File: config.mk
export PLATFORM = sky130hd
export DESIGN_NAME = cache_control_flat
export DESIGN_NICKNAME = d
export VERILOG_FILES = /design/src/rtl/cache_control_if.sv /design/src/rtl/cache_control.sv /design/src/flat_wrapper.sv
export SDC_FILE = /design/constraint.sdc
export NUM_CORES = 1
export LEC_CHECK = 0
export BUFFER_PORTS_ARGS = -buffer_cell sky130_fd_sc_hd__buf_4
export CORE_MARGIN = 8
export CORE_UTILIZATION = 45
export CTS_CLUSTER_DIAMETER = 120
export DETAILED_ROUTE_END_ITERATION = 10
export PLACE_DENSITY = 0.78
export SYNTH_ARGS = -nofsm -noshare
export SYNTH_HDL_FRONTEND = slang
export SYNTH_SLANG_ARGS = --single-unit
File: constraint.sdc
create_clock -name clk -period 4 [get_ports clk]
set_input_delay 1.2 -clock clk [delete_from_list [all_inputs] [get_ports clk]]
set_output_delay 1.2 -clock clk [all_outputs]
set_load 0.02 [all_outputs]
File: src/rtl/cache_control_if.sv
// Control bundle between the cache sequencer, the CPU request port, physical memory
// and the cache datapath. The master side is the sequencer; the slave side is everything around it.
interface cache_control_if;
    logic       mem_read;
    logic       mem_write;
    logic       mem_resp;
    logic       pmem_read;
    logic       pmem_write;
    logic       pmem_resp;
    logic       hit;
    logic       dirty_out;
    logic       tag_load;
    logic       valid_load;
    logic       dirty_load;
    logic       dirty_in;
    logic [1:0] writing;

    modport master (
        input  mem_read, mem_write, pmem_resp, hit, dirty_out,
        output mem_resp, pmem_read, pmem_write, tag_load, valid_load,
               dirty_load, dirty_in, writing
    );

    modport slave (
        output mem_read, mem_write, pmem_resp, hit, dirty_out,
        input  mem_resp, pmem_read, pmem_write, tag_load, valid_load,
               dirty_load, dirty_in, writing
    );
endinterface

File: src/rtl/cache_control.sv
// Sequencer for a direct-mapped, write-back, write-allocate cache: hit/miss handling,
// victim writeback, line refill, and saturating hit/miss/writeback counters.
module cache_control #(
    parameter int CNT_WIDTH = 32
) (
    input  logic                 clk,
    input  logic                 rst_n,
    cache_control_if.master      bus,
    input  logic                 perf_clear,
    output logic [CNT_WIDTH-1:0] hit_count,
    output logic [CNT_WIDTH-1:0] miss_count,
    output logic [CNT_WIDTH-1:0] wb_count
);

    typedef enum logic [1:0] {
        IDLE      = 2'd0,
        WRITEBACK = 2'd1,
        ALLOCATE  = 2'd2
    } state_t;

    localparam logic [1:0] WR_FILL = 2'b00;
    localparam logic [1:0] WR_CPU  = 2'b01;
    localparam logic [1:0] WR_HOLD = 2'b10;

    state_t state;
    logic   req;
    logic   hit_evt;
    logic   miss_evt;
    logic   wb_evt;
    logic   alloc_done;
    logic   alloc_done_p1;

    function automatic logic [CNT_WIDTH-1:0] sat_inc(input logic [CNT_WIDTH-1:0] v,
                                                      input logic en);
        if (en && (v != {CNT_WIDTH{1'b1}}))
            return v + CNT_WIDTH'(1);
        return v;
    endfunction

    assign req = bus.mem_read | bus.mem_write;

    // Outputs are decoded from state and inputs, and all forced idle while rst_n is low.
    always_comb begin
        bus.mem_resp   = 1'b0;
        bus.pmem_read  = 1'b0;
        bus.pmem_write = 1'b0;
        bus.tag_load   = 1'b0;
        bus.valid_load = 1'b0;
        bus.dirty_load = 1'b0;
        bus.dirty_in   = 1'b0;
        bus.writing    = WR_HOLD;
        hit_evt        = 1'b0;
        miss_evt       = 1'b0;
        wb_evt         = 1'b0;
        alloc_done     = 1'b0;
        if (rst_n) begin
            unique case (state)
                IDLE: begin
                    if (req) begin
                        if (bus.hit) begin
                            bus.mem_resp = 1'b1;
                            // The re-check right after a refill is the same miss, not a new hit.
                            hit_evt      = ~alloc_done_p1;
                            if (bus.mem_write) begin
                                bus.writing    = WR_CPU;
                                bus.dirty_load = 1'b1;
                                bus.dirty_in   = 1'b1;
                            end
                        end else begin
                            miss_evt = 1'b1;
                        end
                    end
                end
                WRITEBACK: begin
                    bus.pmem_write = 1'b1;
                    if (bus.pmem_resp) begin
                        bus.dirty_load = 1'b1;
                        wb_evt         = 1'b1;
                    end
                end
                ALLOCATE: begin
                    bus.pmem_read = 1'b1;
                    if (bus.pmem_resp) begin
                        bus.writing    = WR_FILL;
                        bus.tag_load   = 1'b1;
                        bus.valid_load = 1'b1;
                        bus.dirty_load = 1'b1;
                        alloc_done     = 1'b1;
                    end
                end
                default: ;
            endcase
        end
    end

    always_ff @(posedge clk) begin
        if (!rst_n) begin
            state         <= IDLE;
            alloc_done_p1 <= 1'b0;
            hit_count     <= '0;
            miss_count    <= '0;
            wb_count      <= '0;
        end else begin
            alloc_done_p1 <= alloc_done;
            unique case (state)
                IDLE:      if (miss_evt) state <= bus.dirty_out ? WRITEBACK : ALLOCATE;
                WRITEBACK: if (bus.pmem_resp) state <= ALLOCATE;
                ALLOCATE:  if (bus.pmem_resp) state <= IDLE;
                default:   state <= IDLE;
            endcase
            if (perf_clear) begin
                hit_count  <= '0;
                miss_count <= '0;
                wb_count   <= '0;
            end else begin
                hit_count  <= sat_inc(hit_count, hit_evt);
                miss_count <= sat_inc(miss_count, miss_evt);
                wb_count   <= sat_inc(wb_count, wb_evt);
            end
        end
    end

endmodule

File: src/flat_wrapper.sv
// flat-port wrapper written by rule: the top's interface ports become plain ports
module cache_control_flat 
#(
    parameter int CNT_WIDTH = 32
)
  (clk, rst_n, perf_clear, hit_count, miss_count, wb_count, bus_mem_read, bus_mem_write, bus_pmem_resp, bus_hit, bus_dirty_out, bus_mem_resp, bus_pmem_read, bus_pmem_write, bus_tag_load, bus_valid_load, bus_dirty_load, bus_dirty_in, bus_writing);
  cache_control_if bus_i ();
  input  logic clk;
  input  logic rst_n;
  input  logic perf_clear;
  output logic [CNT_WIDTH-1:0] hit_count;
  output logic [CNT_WIDTH-1:0] miss_count;
  output logic [CNT_WIDTH-1:0] wb_count;
  input wire logic [$bits(bus_i.mem_read)-1:0] bus_mem_read;
  input wire logic [$bits(bus_i.mem_write)-1:0] bus_mem_write;
  input wire logic [$bits(bus_i.pmem_resp)-1:0] bus_pmem_resp;
  input wire logic [$bits(bus_i.hit)-1:0] bus_hit;
  input wire logic [$bits(bus_i.dirty_out)-1:0] bus_dirty_out;
  output wire logic [$bits(bus_i.mem_resp)-1:0] bus_mem_resp;
  output wire logic [$bits(bus_i.pmem_read)-1:0] bus_pmem_read;
  output wire logic [$bits(bus_i.pmem_write)-1:0] bus_pmem_write;
  output wire logic [$bits(bus_i.tag_load)-1:0] bus_tag_load;
  output wire logic [$bits(bus_i.valid_load)-1:0] bus_valid_load;
  output wire logic [$bits(bus_i.dirty_load)-1:0] bus_dirty_load;
  output wire logic [$bits(bus_i.dirty_in)-1:0] bus_dirty_in;
  output wire logic [$bits(bus_i.writing)-1:0] bus_writing;
  assign bus_i.mem_read = bus_mem_read;
  assign bus_i.mem_write = bus_mem_write;
  assign bus_i.pmem_resp = bus_pmem_resp;
  assign bus_i.hit = bus_hit;
  assign bus_i.dirty_out = bus_dirty_out;
  assign bus_mem_resp = bus_i.mem_resp;
  assign bus_pmem_read = bus_i.pmem_read;
  assign bus_pmem_write = bus_i.pmem_write;
  assign bus_tag_load = bus_i.tag_load;
  assign bus_valid_load = bus_i.valid_load;
  assign bus_dirty_load = bus_i.dirty_load;
  assign bus_dirty_in = bus_i.dirty_in;
  assign bus_writing = bus_i.writing;
  cache_control #(.CNT_WIDTH(CNT_WIDTH)) u_core (.clk(clk), .rst_n(rst_n), .bus(bus_i), .perf_clear(perf_clear), .hit_count(hit_count), .miss_count(miss_count), .wb_count(wb_count));
endmodule
==> impl_metrics.tcl, run 1 <==
set metrics [dict create \
    synth_seq_cells 99 \
    hold_viol 0 \
    area_delta_synth_final_pct 23.0 \
    grtUsageTotal 0.195 \
    clkSinkCount 99 \
    seqPwrFrac 0.481 \
    slew_headroom 0.202 \
    drt_iter0_drc 496 \
    cp.arrival_ps 2160 \
    antenna_found_initial 0 \
    fin_skew_ps 8.76 \
    min_path_type "reg2reg" \
    slew_violations 0 \
    final_cell_mix "115 x buf_4, 99 x dfxtp_1, 70 x a21oi_1" \
    worstSetupPathType "in2out" \
    rsz0062_at_grt "no" \
    synth_edf_count 0 \
    setup_viol 0 \
    cts_tree "built" \
    ys_types 51 \
    grt_max_degree 33 \
    diodes 0 \
    finalNetCount 754 \
    numCtsBuffers 9 \
    layout_commonest_cell "buf_4" \
    die_h_microns 124 \
    clock-root-buffer "clkbuf_16" \
    synth_area_sq_um 5220 \
    synth_nets 659 \
    intPower_mw 1.55 \
    synth_warnings 0 \
    design_power_total_mw 2.10 \
    wirelength_microns 15100 \
    htree_levels 3 \
    routedWlPerCell_microns 17.1 \
    hold_buffers 0 \
    cts_setup_buffers 0 \
    cts_resized 0 \
    dp_hpwl_microns 11100 \
    worstSkewPairLatency_ps 360 \
    drive_above_1_share 0.197 \
    coreArea_sq_um 11400 \
    cp-start-kind "input pin" \
    gr-total-overflow 0 \
    outcome "finished, final reports clean" \
    worstSetupEndpointType "output port" \
    cap_violations 0 \
    leakage_nw 2.10 \
    die_x_microns 124 \
    num_vias 5466 \
    dieArea_sq_um 15300 \
    place_congestion 0.894 \
    rows 39 \
    timing.fmax_ghz 0.298 \
    grt_pass1_vias 5139 \
    drtAntennaViolNets 0 \
    p_per_area_nw_per_um2 327 \
    tightest_slew_ps 1190 \
    drc_errors 0 \
    dr.pass1.iters 5 \
    irDropWorstVdd_mv 0.203 \
    power.share.clock 0.402 \
    cp_max_fo 3 \
    n_fill_cell 1038 \
    synth_ff_type "dfxtp_1" \
    clk_pin_slew_ps 70 \
    cp.required_ps 2800 \
    via_per_inst 6.17 \
    switching_share 0.259 \
    boundaryPins 113 \
    finalCritPeriodShare 0.840 \
    io_buffers 112 \
    syn_inst 644 \
    period_needed_ps 3360 \
    yosysSeqAreaShare 0.380 \
    start_util 0.459 \
    syn_area_per_cell_sq_um 8.10 \
    cts_max_path_buffers 2 \
    fin_setup_tns_ps 0 \
    p_sw_mw 0.542 \
    grt_pass1_wl_microns 24400 \
    async_flop_share 0 \
    combinationalPowerShare 0.117 \
]
flip-flops by register name (all words and copies together) (netlist names):
| name | cells |
|---|---|
| u_core.miss_count | 32 |
| u_core.hit_count | 32 |
| u_core.wb_count | 32 |
| u_core.alloc_done_p1 | 1 |
| u_core.state | 2 |
power by group through the flow:
stage	sequential [mW]	clock [mW]	combinational, mW
floorplan	1.03	0	0.166
global placement	1.03	0	0.234
detailed placement	1.03	0	0.244
CTS	1.01	0.852	0.245
global route	1.01	0.891	0.270
finish	1.01	0.843	0.244
final cells by class:
| type | count | area [sq um] | share of cell area |
|---|---|---|---|
| Timing Repair Buffer | 115 | 863 | 0.135 |
| Multi-Input combinational cell | 497 | 3050 | 0.475 |
| Clock buffer | 13 | 270 | 0.0421 |
| Clock inverter | 2 | 10.0 | 0.00156 |
| Tap cell | 143 | 179 | 0.0279 |
| Sequential cell | 99 | 1980 | 0.309 |
| Inverter | 17 | 63.8 | 0.00994 |
Yosys cell counts (3+ instances only):
master | n | share of area
o31ai_1 | 32 | 0.046
dfxtp_1 | 99 | 0.38
o21a_1 | 4 | 0.0058
nand2b_1 | 11 | 0.013
ha_1 | 7 | 0.017
or4_1 | 33 | 0.047
nand3_1 | 34 | 0.033
o21ai_0 | 41 | 0.039
inv_1 | 17 | 0.012
nor4_1 | 9 | 0.011
o211ai_1 | 5 | 0.0072
buf_2 | 4 | 0.0038
and2_1 | 6 | 0.0072
nor2b_1 | 3 | 0.0036
nand4_1 | 30 | 0.036
or2_2 | 3 | 0.0036
and3_1 | 12 | 0.014
and4_1 | 5 | 0.0084
nor2_1 | 29 | 0.021
clkbuf_1 | 24 | 0.017
a211oi_1 | 3 | 0.0043
xnor2_1 | 8 | 0.013
nor3_1 | 12 | 0.012
or3_1 | 47 | 0.056
a21oi_1 | 70 | 0.067
nand2_1 | 53 | 0.038
mux2i_1 | 10 | 0.019
final timing paths:
kind	from	to	slack [ps]	cells after the start
hold reg to reg	u_core.miss_count[11]$_SDFFE_PP0P_	u_core.miss_count[11]$_SDFFE_PP0P_	500	2
hold / removal	u_core.miss_count[11]$_SDFFE_PP0P_	u_core.miss_count[11]$_SDFFE_PP0P_	500	2
setup / recovery	bus_mem_write	bus_dirty_load	640	5
setup reg to reg	u_core.hit_count[0]$_SDFFE_PP0P_	u_core.hit_count[4]$_SDFFE_PP0P_	1400	6
cells by family (layout without fill, tap and decap cells):
group                      count (synthesis)  count (layout)  synth area share
DFF                                       99              99             0.380
muxes                                     10              10            0.0192
adders and majority gates                  7               7            0.0168
AOI/OAI and AO/OA                        176             176             0.210
buffers and inverters                     48             147            0.0369
and+or+nand+nor                          295             295             0.323
xor gates and xnor gates                   9               9            0.0151
critical path, stage by stage:
cell	delay (ps)
buf_4	90
and3_1	240
a21oi_1	60
nor3b_1	340
buf_4	220
metal layers:
layer	track usage	routed length, microns	share of wire	vias to the layer above
li1	-	-	-	2633
met1	0.237	6550	0.43	2616
met2	0.322	7140	0.47	199
met3	0.0512	1160	0.077	18
met4	0.0820	288	0.019	0
met5	0	0	0	-
stage by stage:
step | hold slack, ps | utilization | worst slack, ps | instances | cell area, sq um
detailed placement | 493 | 0.540 | 697 | 871 | 6140
CTS | 502 | 0.564 | 690 | 886 | 6420
global route | 534 | 0.564 | 652 | 886 | 6420
floorplan | 552 | - | 842 | 644 | 5220
global placement | 479 | 0.540 | 665 | 871 | 6140
finish | 495 | 0.564 | 642 | 886 | 6420
Note: power is estimated with default switching activity, not from simulation.
==> run 2, diff against run 1 <==
- clock period: 4 -> 3.4 ns (I/O delays scaled with it)
==> impl_metrics.tcl, run 2 (synthesized netlist as in run 1, its figures left out) <==
set metrics [dict create \
    intPower_mw 2.04 \
    area_delta_synth_final_pct 24.9 \
    irDropWorstVdd_mv 0.359 \
    rows 39 \
    cts_resized 0 \
    grtUsageTotal 0.196 \
    wirelength_microns 15300 \
    switching_share 0.241 \
    hp-start "u_core.hit_count[5]$_SDFFE_PP0P_" \
    final_cell_mix "118 x buf_4, 99 x dfxtp_1, 70 x a21oi_1" \
    n_fill_cell 1019 \
    grt_max_degree 38 \
    die_h_microns 124 \
    die_x_microns 124 \
    tightest_slew_ps 1140 \
    fin_setup_tns_ps 0 \
    post_dp_cell_area_sq_um 6160 \
    cts_max_path_buffers 2 \
    worstSetupEndpointType "output port" \
    htree_levels 3 \
    grt_pass1_vias 5201 \
    gr-total-overflow 0 \
    coreArea_sq_um 11400 \
    cp-start-kind "flip-flop" \
    finalInstanceArea_sq_um 6520 \
    numCtsBuffers 9 \
    num_vias 5528 \
    cts_setup_buffers 0 \
    p_sw_mw 0.649 \
    worstSetupPathType "reg2out" \
    dr.pass1.iters 5 \
    cp_max_fo 7 \
    hold_buffers 0 \
    dieArea_sq_um 15300 \
    dp.cells 874 \
    dp_hpwl_microns 11200 \
    io_buffers 112 \
    reg_top3 "u_core.hit_count x32, u_core.miss_count x32, u_core.wb_count x32" \
    hold_depth 2 \
    cap_violations 0 \
    drive_above_1_share 0.202 \
    period_needed_ps 3010 \
    leakage_nw 2.15 \
    combinationalPowerShare 0.107 \
    routedWlPerCell_microns 17.2 \
    finalCritPeriodShare 0.885 \
    slew_headroom 0.232 \
    antenna_found_initial 0 \
    start_util 0.459 \
    power.share.clock 0.452 \
    place_congestion 0.899 \
    cp.arrival_ps 1990 \
    clk_pin_slew_ps 70 \
    clock-root-buffer "clkbuf_16" \
    fin_skew_ps 10.6 \
    seqPwrFrac 0.440 \
    timing.fmax_ghz 0.333 \
    finalNetCount 757 \
    cp.required_ps 2380 \
    drt_iter0_drc 584 \
    min_path_type "reg2reg" \
    drtAntennaViolNets 0 \
    outcome "finished, final reports clean" \
    seqCellArea_sq_um 1980 \
    p_per_area_nw_per_um2 413 \
    rsz0062_at_grt "no" \
    slew_violations 0 \
    reg2reg_setup_slack_ps 770 \
    multi_input_comb_area_sq_um 3050 \
    setup_viol 0 \
    rr_startpoint "u_core.miss_count[6]$_SDFFE_PP0P_" \
    fin_cells 890 \
    clkSinkCount 99 \
    worstSkewPairLatency_ps 350 \
    grt_pass1_wl_microns 24400 \
    min_to "u_core.hit_count[5]$_SDFFE_PP0P_" \
    boundaryPins 113 \
    reg2reg_depth 5 \
    drc_errors 0 \
    via_per_inst 6.21 \
    r2r_end "u_core.miss_count[19]$_SDFFE_PP0P_" \
    utilization 0.573 \
    cts_tree "built" \
    hold_viol 0 \
    diodes 0 \
    layout_commonest_cell "buf_4" \
]
==> run 2: changes by cell type in the layout (fill, tap and decap cells not counted) <==
cell,delta
clkinv_4,+1
clkinv_2,-2
inv_6,+1
clkbuf_8,-1
buf_4,+3
clkbuf_1,-1
bufinv_16,+3
==> run 2: routing by layer <==
layer | vias up | global-route usage | routed length (microns)
met5 | - | 0 | 0
met4 | 0 | 0.0775 | 263
met3 | 21 | 0.0408 | 1260
met2 | 215 | 0.329 | 7370
met1 | 2646 | 0.241 | 6450
li1 | 2646 | - | -
==> run 2: cell type report <==
| type | instances | share of cell area |
|---|---|---|
| timing repair buffer | 118 | 0.136 |
| multi-input combinational | 497 | 0.468 |
| inverter | 17 | 0.00979 |
| clock buffer | 11 | 0.0388 |
| tap | 143 | 0.0274 |
| sequential | 99 | 0.304 |
| clock inverter | 5 | 0.0165 |
==> run 2: power groups by stage <==
| stage | sequential, mW | clock (mW) | combinational (mW) |
|---|---|---|---|
| 3_3_place_gp | 1.21 | 0 | 0.271 |
| 2_1_floorplan | 1.21 | 0 | 0.195 |
| 3_5_place_dp | 1.21 | 0 | 0.285 |
| 5_1_grt | 1.19 | 1.28 | 0.309 |
| 6_report | 1.18 | 1.22 | 0.289 |
| 4_1_cts | 1.18 | 1.24 | 0.287 |
==> run 2: worst max-delay path by stage <==
stage / end / slack (ps) / from / depth (start not counted)
floorplan: bus_dirty_load / 600 / rst_n / 2
global placement: bus_dirty_load / 470 / bus_mem_write / 5
detailed placement: u_core.miss_count[10]$_SDFFE_PP0P_ / 460 / rst_n / 6
CTS: bus_dirty_load / 430 / u_core.state[0]$_SDFFE_PN0P_ / 6
global route: bus_dirty_load / 320 / u_core.state[0]$_SDFFE_PN0P_ / 6
finish: bus_dirty_load / 390 / u_core.state[0]$_SDFFE_PN0P_ / 6
==> run 2: critical path: stages (launching register included) <==
cell and delay (ps):
dfxtp_1 330, inv_1 100, ha_1 320, and3_1 260
a21oi_1 70, nor3b_1 340, buf_4 220
==> run 2: through the flow <==
step / power [mW] / hold WS (ps) / setup WS [ps]
final: 2.69 / 494 / 392
after global routing: 2.78 / 519 / 318
after detailed placement: 1.50 / 486 / 464
after CTS: 2.71 / 495 / 429
after global placement: 1.48 / 478 / 468
after floorplan: 1.41 / 552 / 602
==> run 3, diff against run 2 <==
- ABC_AREA: not set -> 1
- CORE_UTILIZATION: 45 -> 25
- PLACE_DENSITY: 0.78 -> 0.52
==> impl_metrics.tcl, run 3 <==
set metrics [dict create \
    ys_top_cells_by_area "dfxtp_1 32%, nand2_1 17%, nor2_1 14%" \
    wl_met1_microns 9740 \
    p_sw_mw 0.795 \
    dr.pass1.iters 5 \
    rows 58 \
    async_flop_share 0 \
    io_buffers 112 \
    yosysTopAreaCell "dfxtp_1" \
    numCtsBuffers 9 \
    htree_levels 3 \
    worstSetupEndpointType "output port" \
    cts_resized 0 \
    synth_ff_type "dfxtp_1" \
    fin_setup_tns_ps 0 \
    utilization 0.308 \
    tightest_slew_ps 559 \
    ys_types 30 \
    outcome "finished, final reports clean" \
    post-place-ws_ps 562 \
    worstSkewPairLatency_ps 360 \
    drive_above_1_share 0.176 \
    area_delta_synth_final_pct 22.9 \
    period_needed_ps 2860 \
    final_cell_mix "287 x nand2_1, 236 x nor2_1, 115 x buf_4" \
    die_h_microns 174 \
    wl_met2_microns 8660 \
    slew_violations 0 \
    hold_buffers 0 \
    drtAntennaViolNets 0 \
    synth_nets 1046 \
    synth_top_area_share 0.317 \
    synth_area_sq_um 6250 \
    place_congestion 0.867 \
    yosysSeqAreaShare 0.317 \
    grtUsageTotal 0.127 \
    synth_edf_count 0 \
    finalCritPeriodShare 0.842 \
    cts_setup_buffers 0 \
    switching_share 0.296 \
    drc_errors 0 \
    highest_layer "met4" \
    cp-start-kind "flip-flop" \
    synth_warnings 0 \
    post_dp_cell_area_sq_um 7370 \
    fin_skew_ps 13.6 \
    cts_max_path_buffers 2 \
    coreArea_sq_um 24900 \
    reg_top3 "u_core.hit_count x32, u_core.miss_count x32, u_core.wb_count x32" \
    num_vias 6572 \
    grt_pass1_vias 5960 \
    power.share.clock 0.409 \
    boundaryPins 113 \
    setup_viol 0 \
    clk_pin_slew_ps 80 \
    grt_pass1_wl_microns 31500 \
    gr-total-overflow 0 \
    cp.required_ps 2380 \
    dieArea_sq_um 30300 \
    start_util 0.251 \
    grt_max_degree 71 \
    antenna_found_initial 1 \
    rsz0062_at_grt "no" \
    via_per_inst 4.48 \
    hold_slack_ps 514 \
    die_x_microns 174 \
    clkSinkCount 99 \
    clock-root-buffer "clkbuf_16" \
    timing.fmax_ghz 0.349 \
    cp_max_fo 6 \
    min_path_type "reg2reg" \
    finalNetCount 1145 \
    leakage_nw 2.88 \
    seqPwrFrac 0.444 \
    drt_iter0_drc 364 \
    p_per_area_nw_per_um2 350 \
    routedWlPerCell_microns 13.4 \
    dp_hpwl_microns 15200 \
    design_power_total_mw 2.69 \
    synth_common_cells "287 x nand2_1, 237 x nor2_1, 99 x dfxtp_1, 93 x inv_1, 89 x nand3_1" \
    worstSetupPathType "reg2out" \
    slew_headroom 0.627 \
    layout_commonest_cell "nand2_1" \
    syn_area_per_cell_sq_um 6.06 \
    route.met3.wl_microns 1130 \
    synth_seq_cells 99 \
    irDropWorstVdd_mv 0.206 \
    cts_tree "built" \
    worst_slack_ps 537 \
    cap_violations 0 \
    fin_cells 1466 \
    dp.cells 1449 \
    intPower_mw 1.89 \
    yosysMostFrequentCell "nand2_1" \
    finalInstanceArea_sq_um 7670 \
    combinationalPowerShare 0.147 \
    hold_viol 0 \
    cp.arrival_ps 1840 \
    wirelength_microns 19700 \
    syn_inst 1031 \
]
[run 3: area by class of cell]
type,count,area (sq um)
tap,330,413
timing repair buffer,116,883
inverter,97,367
multi-input combinational,807,3720
fill,2790,17200
clock inverter,7,80.1
clock buffer,9,225
sequential,99,1980
antenna,1,2.50
[run 3: logic make-up (layout without fill, tap and decap cells)]
logic type,Yosys count,in the layout,share of synthesized area
DFF,99,99,0.317
adders and majority gates,7,7,0.0140
AOI/OAI and AO/OA,90,90,0.0749
xor gates and xnor gates,6,6,0.00841
and+or+nand+nor,704,704,0.497
other,0,1,0
buffers and inverters,125,229,0.0879
[run 3: worst max-delay path, stage by stage (launching register included)]
cell and delay [ps]:
dfxtp_1 400, inv_1 80, ha_1 300, inv_2 120, nand2_1 50, a221o_1 360
buf_4 180
[run 3: power groups by stage]
stage	Clock, mW	Sequential, mW	Combinational (mW)
floorplan	0	1.22	0.275
global placement	0	1.22	0.399
detailed placement	0	1.22	0.398
CTS	1.14	1.19	0.399
global route	1.18	1.20	0.431
finish	1.10	1.19	0.394
[run 3: final timing paths]
kind,startpoint,endpoint,slack [ps],depth (start not counted)
min,u_core.wb_count[0]$_SDFFE_PP0P_,u_core.wb_count[0]$_SDFFE_PP0P_,510,2
max,u_core.state[0]$_SDFFE_PN0P_,bus_writing[1],540,6
min reg2reg,u_core.wb_count[0]$_SDFFE_PP0P_,u_core.wb_count[0]$_SDFFE_PP0P_,510,2
max reg2reg,u_core.hit_count[0]$_SDFFE_PP0P_,u_core.hit_count[0]$_SDFFE_PP0P_,1110,10
[run 3: metal layers]
metal / vias up / track usage
met5: - / 0
li1: 3454 / -
met4: 0 / 0.0281
met2: 137 / 0.198
met1: 2976 / 0.170
met3: 5 / 0.0360
